[config.mk]
export PLATFORM = sky130hd
export DESIGN_NAME = lcd_fb_arbiter
export DESIGN_NICKNAME = d
export VERILOG_FILES = /design/src/rtl/lcd_fb_arbiter.sv
export SDC_FILE = /design/constraint.sdc
export NUM_CORES = 1
export LEC_CHECK = 0
export BUFFER_PORTS_ARGS = -buffer_cell sky130_fd_sc_hd__buf_2
export CAP_MARGIN = 25
export CELL_PAD_IN_SITES_DETAIL_PLACEMENT = 2
export CELL_PAD_IN_SITES_GLOBAL_PLACEMENT = 2
export CORE_ASPECT_RATIO = 0.9
export CORE_MARGIN = 2
export CORE_UTILIZATION = 44
export CTS_CLUSTER_SIZE = 25
export DETAILED_ROUTE_END_ITERATION = 6
export PLACE_DENSITY = 0.84
export REMOVE_ABC_BUFFERS = 1
export SLEW_MARGIN = 20
export SYNTH_ARGS = -nofsm -noshare
export SYNTH_HDL_FRONTEND = slang
export SYNTH_SLANG_ARGS = --single-unit
[constraint.sdc]
create_clock -name i_clk -period 6.2 [get_ports i_clk]
set_clock_uncertainty 0.1 [all_clocks]
set_input_delay 1.55 -clock i_clk [delete_from_list [all_inputs] [get_ports i_clk]]
set_output_delay 1.55 -clock i_clk [all_outputs]
set_load 0.02 [all_outputs]
[src/rtl/lcd_fb_arbiter.sv]
// Frame buffer port arbiter: scanout reads take priority, pixel writes queue in a small FIFO.
// Optional LCD_FB_BLANK_EN: reads issued while the LCD is off return white instead of RAM data.
module lcd_fb_arbiter #(
    parameter int FB_PIXELS  = 23040,
    parameter int FIFO_DEPTH = 4
) (
    input  logic        i_clk,
    input  logic        i_reset_n,
    input  logic        i_lcd_on,
    input  logic [1:0]  i_lcd_mode,
    input  logic        i_wr_valid,
    input  logic [14:0] i_wr_data,
    input  logic        i_vs_start,
    input  logic        i_pix_req,
    output logic        o_pix_valid,
    output logic [14:0] o_pix_data,
    output logic [14:0] o_ram_addr,
    output logic        o_ram_we,
    output logic [14:0] o_ram_wdata,
    input  logic [14:0] i_ram_rdata,
    output logic        o_wr_overflow,
    output logic        o_frame_done
);
    localparam int AW = 15;
    localparam int PW = 15;
    localparam int IW = $clog2(FIFO_DEPTH);
    localparam logic [AW-1:0] LAST_PIX = AW'(FB_PIXELS - 1);
    localparam logic [IW:0]   FULL_CNT = (IW+1)'(FIFO_DEPTH);
    localparam logic [PW-1:0] WHITE    = 15'h7FFF;

    localparam logic [1:0] SLOT_IDLE  = 2'd0;
    localparam logic [1:0] SLOT_READ  = 2'd1;
    localparam logic [1:0] SLOT_WRITE = 2'd2;

    logic [AW-1:0] r_fifo_addr [FIFO_DEPTH];
    logic [PW-1:0] r_fifo_data [FIFO_DEPTH];
    logic [IW-1:0] r_head;
    logic [IW-1:0] r_tail;
    logic [IW:0]   r_count;
    logic [AW-1:0] r_wptr;
    logic [AW-1:0] r_rptr;
    logic [1:0]    r_rd_vld;
    logic [1:0]    r_rd_blank;

    logic          w_clear;
    logic          w_empty;
    logic          w_full;
    logic [1:0]    w_slot;
    logic          w_pop;
    logic          w_push;
    logic          w_drop;
    logic          w_wrap_w;
    logic [AW-1:0] w_wptr_next;
    logic [AW-1:0] w_rd_base;
    logic [AW-1:0] w_rptr_inc;
    logic          w_blank_req;

    assign w_clear     = !i_lcd_on || (i_lcd_mode == 2'd1);
    assign w_empty     = (r_count == '0);
    assign w_full      = (r_count == FULL_CNT);
    assign w_slot      = i_pix_req ? SLOT_READ : (!w_empty ? SLOT_WRITE : SLOT_IDLE);
    assign w_pop       = (w_slot == SLOT_WRITE);
    // A pop in the same cycle frees the slot the incoming pixel needs.
    assign w_push      = !w_clear && i_wr_valid && (!w_full || w_pop);
    assign w_drop      = !w_clear && i_wr_valid && w_full && !w_pop;
    assign w_wrap_w    = (r_wptr == LAST_PIX);
    assign w_wptr_next = w_wrap_w ? '0 : r_wptr + 1'b1;
    assign w_rd_base   = i_vs_start ? '0 : r_rptr;
    assign w_rptr_inc  = (w_rd_base == LAST_PIX) ? '0 : w_rd_base + 1'b1;

`ifdef LCD_FB_BLANK_EN
    assign w_blank_req = !i_lcd_on;
`else
    assign w_blank_req = 1'b0;
`endif

    always_ff @(posedge i_clk) begin
        if (w_push) begin
            r_fifo_addr[r_tail] <= r_wptr;
            r_fifo_data[r_tail] <= i_wr_data;
        end
    end

    always_ff @(posedge i_clk) begin
        if (!i_reset_n) begin
            r_head        <= '0;
            r_tail        <= '0;
            r_count       <= '0;
            r_wptr        <= '0;
            r_rptr        <= '0;
            o_wr_overflow <= 1'b0;
            o_frame_done  <= 1'b0;
        end else begin
            if (w_push) r_tail <= r_tail + 1'b1;
            if (w_pop)  r_head <= r_head + 1'b1;
            case ({w_push, w_pop})
                2'b10:   r_count <= r_count + 1'b1;
                2'b01:   r_count <= r_count - 1'b1;
                default: r_count <= r_count;
            endcase
            // Dropped pixels still advance the pointer so later pixels keep their position.
            if (w_clear)         r_wptr <= '0;
            else if (i_wr_valid) r_wptr <= w_wptr_next;
            o_frame_done <= !w_clear && i_wr_valid && w_wrap_w;
            if (w_drop) o_wr_overflow <= 1'b1;
            if (i_pix_req)       r_rptr <= w_rptr_inc;
            else if (i_vs_start) r_rptr <= '0;
        end
    end

    always_ff @(posedge i_clk) begin
        if (!i_reset_n) begin
            o_ram_addr  <= '0;
            o_ram_we    <= 1'b0;
            o_ram_wdata <= '0;
        end else begin
            case (w_slot)
                SLOT_READ: begin
                    o_ram_addr <= w_rd_base;
                    o_ram_we   <= 1'b0;
                end
                SLOT_WRITE: begin
                    o_ram_addr  <= r_fifo_addr[r_head];
                    o_ram_wdata <= r_fifo_data[r_head];
                    o_ram_we    <= 1'b1;
                end
                default: o_ram_we <= 1'b0;
            endcase
        end
    end

    always_ff @(posedge i_clk) begin
        if (!i_reset_n) begin
            r_rd_vld    <= '0;
            r_rd_blank  <= '0;
            o_pix_valid <= 1'b0;
            o_pix_data  <= '0;
        end else begin
            r_rd_vld    <= {r_rd_vld[0], i_pix_req};
            r_rd_blank  <= {r_rd_blank[0], i_pix_req && w_blank_req};
            o_pix_valid <= r_rd_vld[1];
            if (r_rd_vld[1]) o_pix_data <= r_rd_blank[1] ? WHITE : i_ram_rdata;
        end
    end
endmodule

== Word level (Yosys, flattened, before mapping) ==
Memory sizes are Yosys's and may differ from the RTL's. A register that Yosys moved wholly into a read port is not among the register bits.
Index checks and enable logic that the tools add are counted.
Word-level totals
  flip-flop bits (word level): 75
  memory bits (writable): 120
  output and inout bits: 49
  logic and storage cells: 61
  memories kept: 2
  bits of input ports: 38
Operators by class
  muxes and demuxes: 14
  reductions and logical operators: 16
  bitwise logic cells: 1
  equal/unequal tests: 8
  add/subtract/negate cells: 6
Memory list
  r_fifo_addr: words 4, bits a word 15, read ports 1, clocked after memory_dff 1, wr ports 1, RTL line 35  | logic [AW-1:0] r_fifo_addr [FIFO_DEPTH];
  r_fifo_data: words 4, bits a word 15, read ports 1, clocked after memory_dff 1, wr ports 1, RTL line 36  | logic [PW-1:0] r_fifo_data [FIFO_DEPTH];
Operators by type and width (count)
  2-to-1 mux 15 bit: 5
  adder 15 x 1 -> 15 bit (second input constant): 2
  equality test 15 bit (second input constant): 2
  one-hot mux 15 bit (2 select lines): 1
  2-to-1 mux 2 bit: 4
  equality test 2 x 1 -> 1 bit (second input constant): 3
  one-hot mux 3 bit (2 select lines): 1
  logical AND 1 bit: 5
  logical NOT 1 bit: 5
  adder 2 x 1 -> 2 bit (second input constant): 2
  equality test 2 bit (second input constant): 2
  nonzero test 2 bit: 2
  adder 3 x 1 -> 3 bit (second input constant): 1
  equality test 3 bit (second input constant): 1
  logical NOT 3 bit: 1
  2-to-1 mux 1 bit: 3
  subtractor 3 x 1 -> 3 bit (second input constant): 1
  logical OR 1 bit: 2
  OR reduction 2 bit: 1
  NOT 1 bit: 1

== Longest topological paths before layout ==
Gate-level depths: netlist (run 1).
  depth after elaboration: 8
  mapped depth: 9
  depth with buffers taken out: 8

== Worst setup path after synthesis (run 1) ==
Ideal clock, no wire load.
  path kind: input-to-reg
  from: input i_pix_req
  to: register r_count[2]
  arrival: 3.522 ns
  setup slack: 2.454 ns
  path buffers: 2
  stages: 9
  required time: 5.977 ns
  library setup time: 0.123 ns
  cells stage by stage: buf_4 > nor2_1 > clkbuf_1 > nand2_1 > fa_1 > or4_1 > o21ai_0 > a32oi_1 > mux2i_1
Between the ends
  cells in the longest elaborated chain, start to end: 6
  elaborated cells on any way between the ends: 8
  classes of those cells: eq/ne (3); mux (2); reduce/logical (3)
Ends and longest elaborated chain
  from (decl): RTL line 14  | input logic i_pix_req,
  2-to-1 mux 2 bit (*): RTL line 61  | assign w_slot = i_pix_req ? SLOT_READ : (!w_empty ? SLOT_WRITE : SLOT_IDLE);
  equality test 2 bit (*): RTL line 62  | assign w_pop = (w_slot == SLOT_WRITE);
  logical OR 1 bit: RTL line 64  | assign w_push = !w_clear && i_wr_valid && (!w_full || w_pop);
  logical AND 1 bit: RTL line 64
  equality test 2 x 1 -> 1 bit or equality test 2 bit (tied branches): RTL line 96  | case ({w_push, w_pop})
  one-hot mux 3 bit (2 select lines) or nonzero test 2 bit (tied branches)
  to (signal assigned): RTL line 97  | 2'b10: r_count <= r_count + 1'b1;
  to (signal assigned): RTL line 98  | 2'b01: r_count <= r_count - 1'b1;
  to (signal assigned): RTL line 99  | default: r_count <= r_count;
  to (decl): RTL line 39  | logic [IW:0] r_count;
Every way passes the cells marked *; elsewhere a longest branch is shown, timed or not.
A chain may end at the register's enable or synchronous reset.

== Final worst setup path (run 1) ==
  from: input i_pix_req
  to: memory r_fifo_data[0][9], enable pin
Between the ends
  cells in the longest elaborated chain, start to end: 6
Ends and longest elaborated chain
  2-to-1 mux 2 bit: RTL line 61
  equality test 2 bit: RTL line 62
  logical OR 1 bit: RTL line 64
  logical AND 1 bit: RTL line 64
  2-to-1 mux 1 bit: RTL line 78  | if (w_push) begin
  2-to-1 mux 1 bit (not written as such): RTL line 80  | r_fifo_data[r_tail] <= i_wr_data;
  to (decl): RTL line 36
No other way between the ends.

==> run metrics, run 1 <==
die height about 130 um; grt ovf 0; area of the mapped netlist around 0.008 mm^2; post-DP HPWL approximately 15000 um; capture point of the worst reg-to-reg path r_count[0]; via count roughly 5200; Final period util 0.556; FP Rows 47; HP Class flip-flop to flip-flop; final non-filler cell total 945; nets@finish 729; initial core utilization 0.446; dpl cells 905; sequential share of the synthesized area 0.662; P per Cell Area about 370 mW/mm^2; Vias/cell around 5.5; Async SR Flop Fraction 0; Max Cap Viol 0; diode count 0; post-route minimum period 3.44 ns; crit path kind input pin to flip-flop; Worst IR Drop VDD around 0.3 mV; area leader, netlist edfxtp_1; CP Data Arrival Time 3.55 ns; Worst slew margin 0.422; Synth cell types 49; Area growth syn-to-layout 16.7%; die area around 0.020 mm^2; CTS buffer count 22; Startpoint Class input pin; Slew Limit Fails 0; drt wl/cell 23.1 um; Worst-path clk slew about 0.060 ns; Top FF cell, synth edfxtp_1; Crit-path slowest cell nor4bb_1; vias in the first global route about 6000; post-route antenna net violation count 0; clock buffer depth 3; later-pin clock latency in the skew report ~0.50 ns; CP Cell Sequence buf_2, nor4bb_1, and4b_1, and2_1, buf_4; global-route wire length before repair approximately 35000 um; hold path start r_rd_vld[0]; layout filler cell count 1726; routability cong. 0.791; Resize count post-CTS 0; synthesized flop and latch total between 200 and 250; initial antenna violation count 0; worst r2r src r_count[0]; synth top area cells edfxtp_1 (44%), dfxtp_1 (22%), mux4_2 (8.3%), nand2_1 (3.0%), mux2i_1 (2.6%); status complete, no violations; slowest stage delay, CP 0.55 ns; Post-synth EDFFs 120; global-route usage over all layers 0.229; crit-path max FO 38; CTS tree yes; hold path depth 1; Synth Instances 596; layout cells sized above 1 0.233; CP required 6.30 ns; depth of the worst register-to-register path 4; Die W 148 um; Iter 0 DRT Violations 228; Crit. End Element flip-flop; postcts setup bufs 0; First-pass DRT Iterations 4; Slew @ Worst Pin around 0.87 ns; most frequent cells in the layout edfxtp_1 (120), dfxtp_1 (89), buf_2 (86); # hold bufs at CTS 0; most common cell after layout, fill and taps aside edfxtp_1; # setup viols final 0; DRC Markers 0; fmax between 0.2 and 0.3 GHz; RSZ-0062 raised after global routing no; largest net degree at the start of global routing 39; Ports 87; IO Port Bufs 86; synthesized area per cell about 14 um^2; CTS sink cnt between 200 and 250; worst path buffer plus inverter count 2; total negative slack 0 ns; Final Hold Fails 0; top-area cell type share of the netlist area 0.441; clock root buffer clkbuf_16; leakage approximately 3.4 nW; YS warnings 0; DRT Wirelength between 20000 and 25000 um; FF-to-FF setup slack 3.68 ns; worst hold endpoint r_rd_vld[1]; core area 0.0183 mm^2; H-tree depth 1; cell family with most CP delay simple AND/OR/NAND/NOR gates
## metrics by stage
step / hold WS [ns] / power [mW] / util / setup slack (ns) / area (um^2)
floorplan: 0.312 / 2.03 / - / 2.59 / 8040
global placement: 0.321 / 2.24 / 0.483 / 2.50 / 8820
detailed placement: 0.338 / 2.30 / 0.483 / 2.28 / 8840
CTS: 0.352 / 3.56 / 0.521 / 2.80 / 9530
global route: 0.367 / 3.67 / 0.521 / 2.64 / 9530
finish: 0.345 / 3.52 / 0.521 / 2.76 / 9530
## per-layer routing
layer | GRT usage | wire length [um]
met2 | 0.417 | 11600
met5 | 0 | 0
met1 | 0.279 | 8590
met3 | 0.0418 | 1060
met4 | 0.0678 | 590
## flip-flops by register name, summed over array words and instances, names as in the netlist, named ones only
| signal | cells |
|---|---|
| r_fifo_addr | 60 |
| r_rd_vld | 2 |
| o_ram_addr | 15 |
| o_ram_we | 1 |
| o_ram_wdata | 15 |
| o_frame_done | 1 |
| r_head | 2 |
| r_tail | 2 |
| o_pix_valid | 1 |
| o_pix_data | 15 |
| r_count | 3 |
| r_fifo_data | 60 |
| r_rptr | 15 |
| r_wptr | 15 |
| o_wr_overflow | 1 |
## kinds of logic after synthesis
logic type | share of synthesized area
flip-flops | 0.662
buffers and inverters | 0.0224
AO/OA/AOI/OAI | 0.0446
adder cells (fa/ha/maj) | 0.0116
multiplexers | 0.110
AND/OR/NAND/NOR | 0.122
XOR/XNOR | 0.0279
## synthesized netlist by cell type (4+ instances only)
| library cell | n |
|---|---|
| nand2_1 | 65 |
| inv_1 | 13 |
| and2_1 | 6 |
| clkbuf_1 | 19 |
| xnor2_1 | 14 |
| ha_1 | 6 |
| xor2_1 | 12 |
| nand3_1 | 10 |
| mux2i_1 | 21 |
| nor4_1 | 8 |
| buf_2 | 8 |
| mux4_2 | 30 |
| nand4_1 | 10 |
| a221oi_1 | 11 |
| nand3b_1 | 4 |
| nor2_1 | 54 |
| edfxtp_1 | 120 |
| dfxtp_1 | 90 |
| a21oi_1 | 37 |
| o21ai_0 | 5 |
| and3_1 | 4 |
| nand2b_1 | 14 |
## worst max path at each step
stage                                    to  cells after the start  slack [ns]      start
final                     r_fifo_data[0][9]                      5        2.76  i_pix_req
after global routing      r_fifo_data[0][1]                      5        2.64  i_pix_req
after CTS                 r_fifo_data[0][1]                      5        2.80  i_pix_req
after detailed placement  r_fifo_data[1][4]                      5        2.28  i_pix_req
after global placement    r_fifo_data[2][4]                      5        2.50  i_pix_req
after floorplan                  r_count[2]                      7        2.59  i_pix_req
## where the power goes
group          leakage, nW  switching (mW)  total [mW]  internal (mW)
sequential            1.92           0.108        1.65           1.55
combinational         1.19           0.363       0.620          0.257
clock                0.333           0.521        1.24          0.721
total                 3.44           0.992        3.52           2.52
## final cells by class
class                   count  area (um^2)  area share
clock buffers              36          653      0.0685
clock inverters             4         33.8     0.00355
inverters                  14         52.6     0.00552
multi-input cells         342         2580       0.271
flip-flops and latches    210         5410       0.567
well taps                 245          307      0.0322
repair buffers             94          498      0.0523
(Power assumes the default switching activity.)
==> run 2: changes to the inputs <==
- ABC_AREA: default -> 1
- CORE_UTILIZATION: 44 -> 37
- PLACE_DENSITY: 0.84 -> 0.78
- clock period: 6.2 -> 3.2 ns (I/O delays scaled with it)
==> run 2 against run 1 <==
Flip-flop and latch count is the same; sequential power is 86% higher; sequential share of layout area down 3.0 points; critical path type unchanged.
==> run metrics, run 2 <==
Async SR Flop Fraction 0 (unchanged); via count 6536 (was 5202); clock root buffer clkbuf_16 (unchanged); Post-synth EDFFs 120 (unchanged); die height 147 um (was 133 um); Final Hold Fails 0 (unchanged); Synth top cells by count nor2_1 (202), edfxtp_1 (120), o21ai_0 (104), nand2_1 (99), dfxtp_1 (90) (was edfxtp_1 (120), dfxtp_1 (90), nand2_1 (65), nor2_1 (54), a21oi_1 (37)); global-route wire length before repair 41500 um (was 34600 um); core area 0.0224 mm^2 (was 0.0183 mm^2); Final period util 0.723; area of the mapped netlist 0.00844 mm^2 (was 0.00817 mm^2); area leader, netlist edfxtp_1 (unchanged); YS warnings 0 (unchanged); RSZ-0062 raised after global routing no (unchanged); cell family with most CP delay simple AND/OR/NAND/NOR gates (unchanged); worst hold endpoint r_rd_vld[1] (unchanged); crit path kind input pin to flip-flop (unchanged); IO Port Bufs 86 (unchanged); P per Cell Area 693 mW/mm^2 (was 369 mW/mm^2); global-route usage over all layers 0.223 (was 0.229); # hold bufs at CTS 0 (unchanged); CTS buffer count 24 (was 22); dpl cells 1220 (was 905); hold path depth 2 (was 1); layout filler cell count 2417 (was 1726); DRT Wirelength 26300 um (was 21900 um); synthesized area per cell 9.89 um^2 (was 13.7 um^2); post-route antenna net violation count 0 (unchanged); First-pass DRT Iterations 4 (unchanged); vias in the first global route 7215 (was 6013); hold path start r_rd_vld[0] (unchanged); die area 0.0240 mm^2 (was 0.0197 mm^2); Startpoint Class input pin (unchanged); count leader, synth nor2_1 (was edfxtp_1); synth top area cells edfxtp_1 (43%), dfxtp_1 (21%), nor2_1 (9.0%), o21ai_0 (6.2%), nand2_1 (4.4%) (was edfxtp_1 (44%), dfxtp_1 (22%), mux4_2 (8.3%), nand2_1 (3.0%), mux2i_1 (2.6%)); CP Data Arrival Time 2.42 ns (was 3.55 ns); Slew Limit Fails 0 (unchanged); capture point of the worst reg-to-reg path r_fifo_data[1][12] (was r_count[0]); Area growth syn-to-layout 19.2% (was 16.7%); HP Class flip-flop to flip-flop (unchanged); Die W 163 um (was 148 um); post-route minimum period between 2 and 2.5 ns; grt ovf 0 (unchanged); fmax approximately 0.43 GHz; most frequent cells in the layout nor2_1 (198), edfxtp_1 (120), o21ai_0 (104) (was edfxtp_1 (120), dfxtp_1 (89), buf_2 (86)); Crit-path slowest cell nor2_1 (was nor4bb_1); CP Cell Sequence buf_2, inv_1, nand2_1, nand3_1, nor2_1, inv_1, nor2_2, buf_12 (was buf_2, nor4bb_1, and4b_1, and2_1, buf_4); largest net degree at the start of global routing 44 (was 39); total negative slack 0 ns (unchanged); Iter 0 DRT Violations 297 (was 228); nets@finish 994 (was 729); status complete, no violations (unchanged); DRC Markers 0 (unchanged); postcts setup bufs 0 (unchanged); Worst slew margin 0.374 (was 0.422); post-DP HPWL 17400 um (was 14900 um); slowest stage delay, CP 0.37 ns (was 0.55 ns); Vias/cell 5.17 (was 5.50); Resize count post-CTS 0 (unchanged); biggest registers after layout r_fifo_addr (60), r_fifo_data (60) (unchanged); Top FF cell, synth edfxtp_1 (unchanged); Max Cap Viol 0 (unchanged); top-area cell type share of the netlist area 0.427 (was 0.441); Ports 87 (unchanged); layout cells sized above 1 0.178 (was 0.233); Slew @ Worst Pin 0.938 ns (was 0.866 ns); Worst-path clk slew 0.06 ns (about the same); Synth cell types 38 (was 49); CTS sink cnt 210 (unchanged); worst path buffer plus inverter count 4 (was 2); diode count 0 (unchanged); synthesized flop and latch total 210 (unchanged); Synth Instances 854 (was 596); routability cong. 0.749 (was 0.791); final non-filler cell total 1264 (was 945); sequential share of the synthesized area 0.640 (was 0.662); depth of the worst register-to-register path 7 (was 4); worst r2r src r_count[1] (was r_count[0]); # setup viols final 0 (unchanged); later-pin clock latency in the skew report 0.53 ns (was 0.50 ns); clock buffer depth 3 (unchanged); Worst IR Drop VDD 0.436 mV (was 0.293 mV); H-tree depth 1 (unchanged); FF-to-FF setup slack 1.02 ns (was 3.68 ns); Crit. End Element flip-flop (unchanged); FP Rows 52 (was 47); CTS tree yes (unchanged); CP most frequent cell inv_1; initial antenna violation count 0 (unchanged); drt wl/cell 20.8 um (was 23.1 um); leakage 3.95 nW (was 3.44 nW); initial core utilization 0.376 (was 0.446); CP required 3.31 ns (was 6.30 ns); most common cell after layout, fill and taps aside nor2_1 (was edfxtp_1); crit-path max FO 26 (was 38)
-- run 2: cell count changes after synthesis, moves of 9 or more --
| cell | change |
|---|---|
| a21oi_1 | -13 |
| a221oi_1 | -11 |
| a31oi_1 | +20 |
| inv_1 | +49 |
| mux2i_1 | -21 |
| mux4_2 | -30 |
| nand2_1 | +34 |
| nand2b_1 | -14 |
| nand3_1 | +17 |
| nor2_1 | +148 |
| o21ai_0 | +99 |
| o22ai_1 | +9 |
| xnor2_1 | -10 |
-- run 2: final cells by class --
type	count	area, um^2	area share
multi-input combinational	543	2620	0.260
tap	297	372	0.0369
clock inverter	18	220	0.0219
sequential	210	5410	0.537
inverter	66	250	0.0249
timing repair buffer	104	578	0.0574
clock buffer	26	618	0.0614
-- run 2: power breakdown --
group          switching, mW  total (mW)  internal (mW)  leakage [nW]
Clock                   1.14        2.93           1.80         0.408
Combinational          0.708       0.976          0.268          1.67
Sequential            0.0834        3.07           2.98          1.87
Total                   1.93        6.98           5.05          3.95
-- run 2: cell families after synthesis --
logic type	share of synthesized area
and+or+nand+nor	0.186
DFF	0.640
AOI/OAI and AO/OA	0.103
buffers and inverters	0.0510
xor gates and xnor gates	0.00830
adders and majority gates	0.0113
-- run 2: worst min-delay path, cell delays in order (launching register included) --
cell and delay [ns]:
dfxtp_1 0.31, nand2_1 0.05, inv_1 0.04
-- run 2: through the flow --
| step | setup WS, ns | cell area, um^2 | hold WS, ns | utilization | power [mW] |
|---|---|---|---|---|---|
| 3_3_place_gp | 0.517 | 9220 | 0.298 | 0.411 | 4.02 |
| 6_report | 0.886 | 10100 | 0.326 | 0.448 | 6.98 |
| 5_1_grt | 0.717 | 10100 | 0.348 | 0.448 | 7.27 |
| 2_1_floorplan | 0.0214 | 8260 | 0.290 | - | 3.64 |
| 4_1_cts | 0.884 | 10100 | 0.338 | 0.448 | 7.05 |
| 3_5_place_dp | 0.421 | 9220 | 0.328 | 0.411 | 4.09 |
-- run 2: worst max-delay path by stage --
stage	start	to	slack, ns	depth (start not counted)
2_1_floorplan	i_lcd_mode[1]	r_fifo_addr[0][0]	0.02	6
3_3_place_gp	i_lcd_mode[1]	r_fifo_data[1][5]	0.52	8
3_5_place_dp	i_lcd_mode[1]	r_fifo_data[1][2]	0.42	8
4_1_cts	i_lcd_mode[1]	r_fifo_data[1][12]	0.88	8
5_1_grt	i_lcd_mode[1]	r_fifo_data[1][12]	0.72	8
6_report	i_lcd_mode[1]	r_fifo_data[1][12]	0.89	8
-- run 2: routing by layer --
metal  part of all wire  up-vias  global-route usage
met5                  0        -                   0
met4              0.028        0              0.0690
met3              0.036       47              0.0251
met2               0.50      125               0.394
met1               0.43     3304               0.287
li1                   -     3060                   -
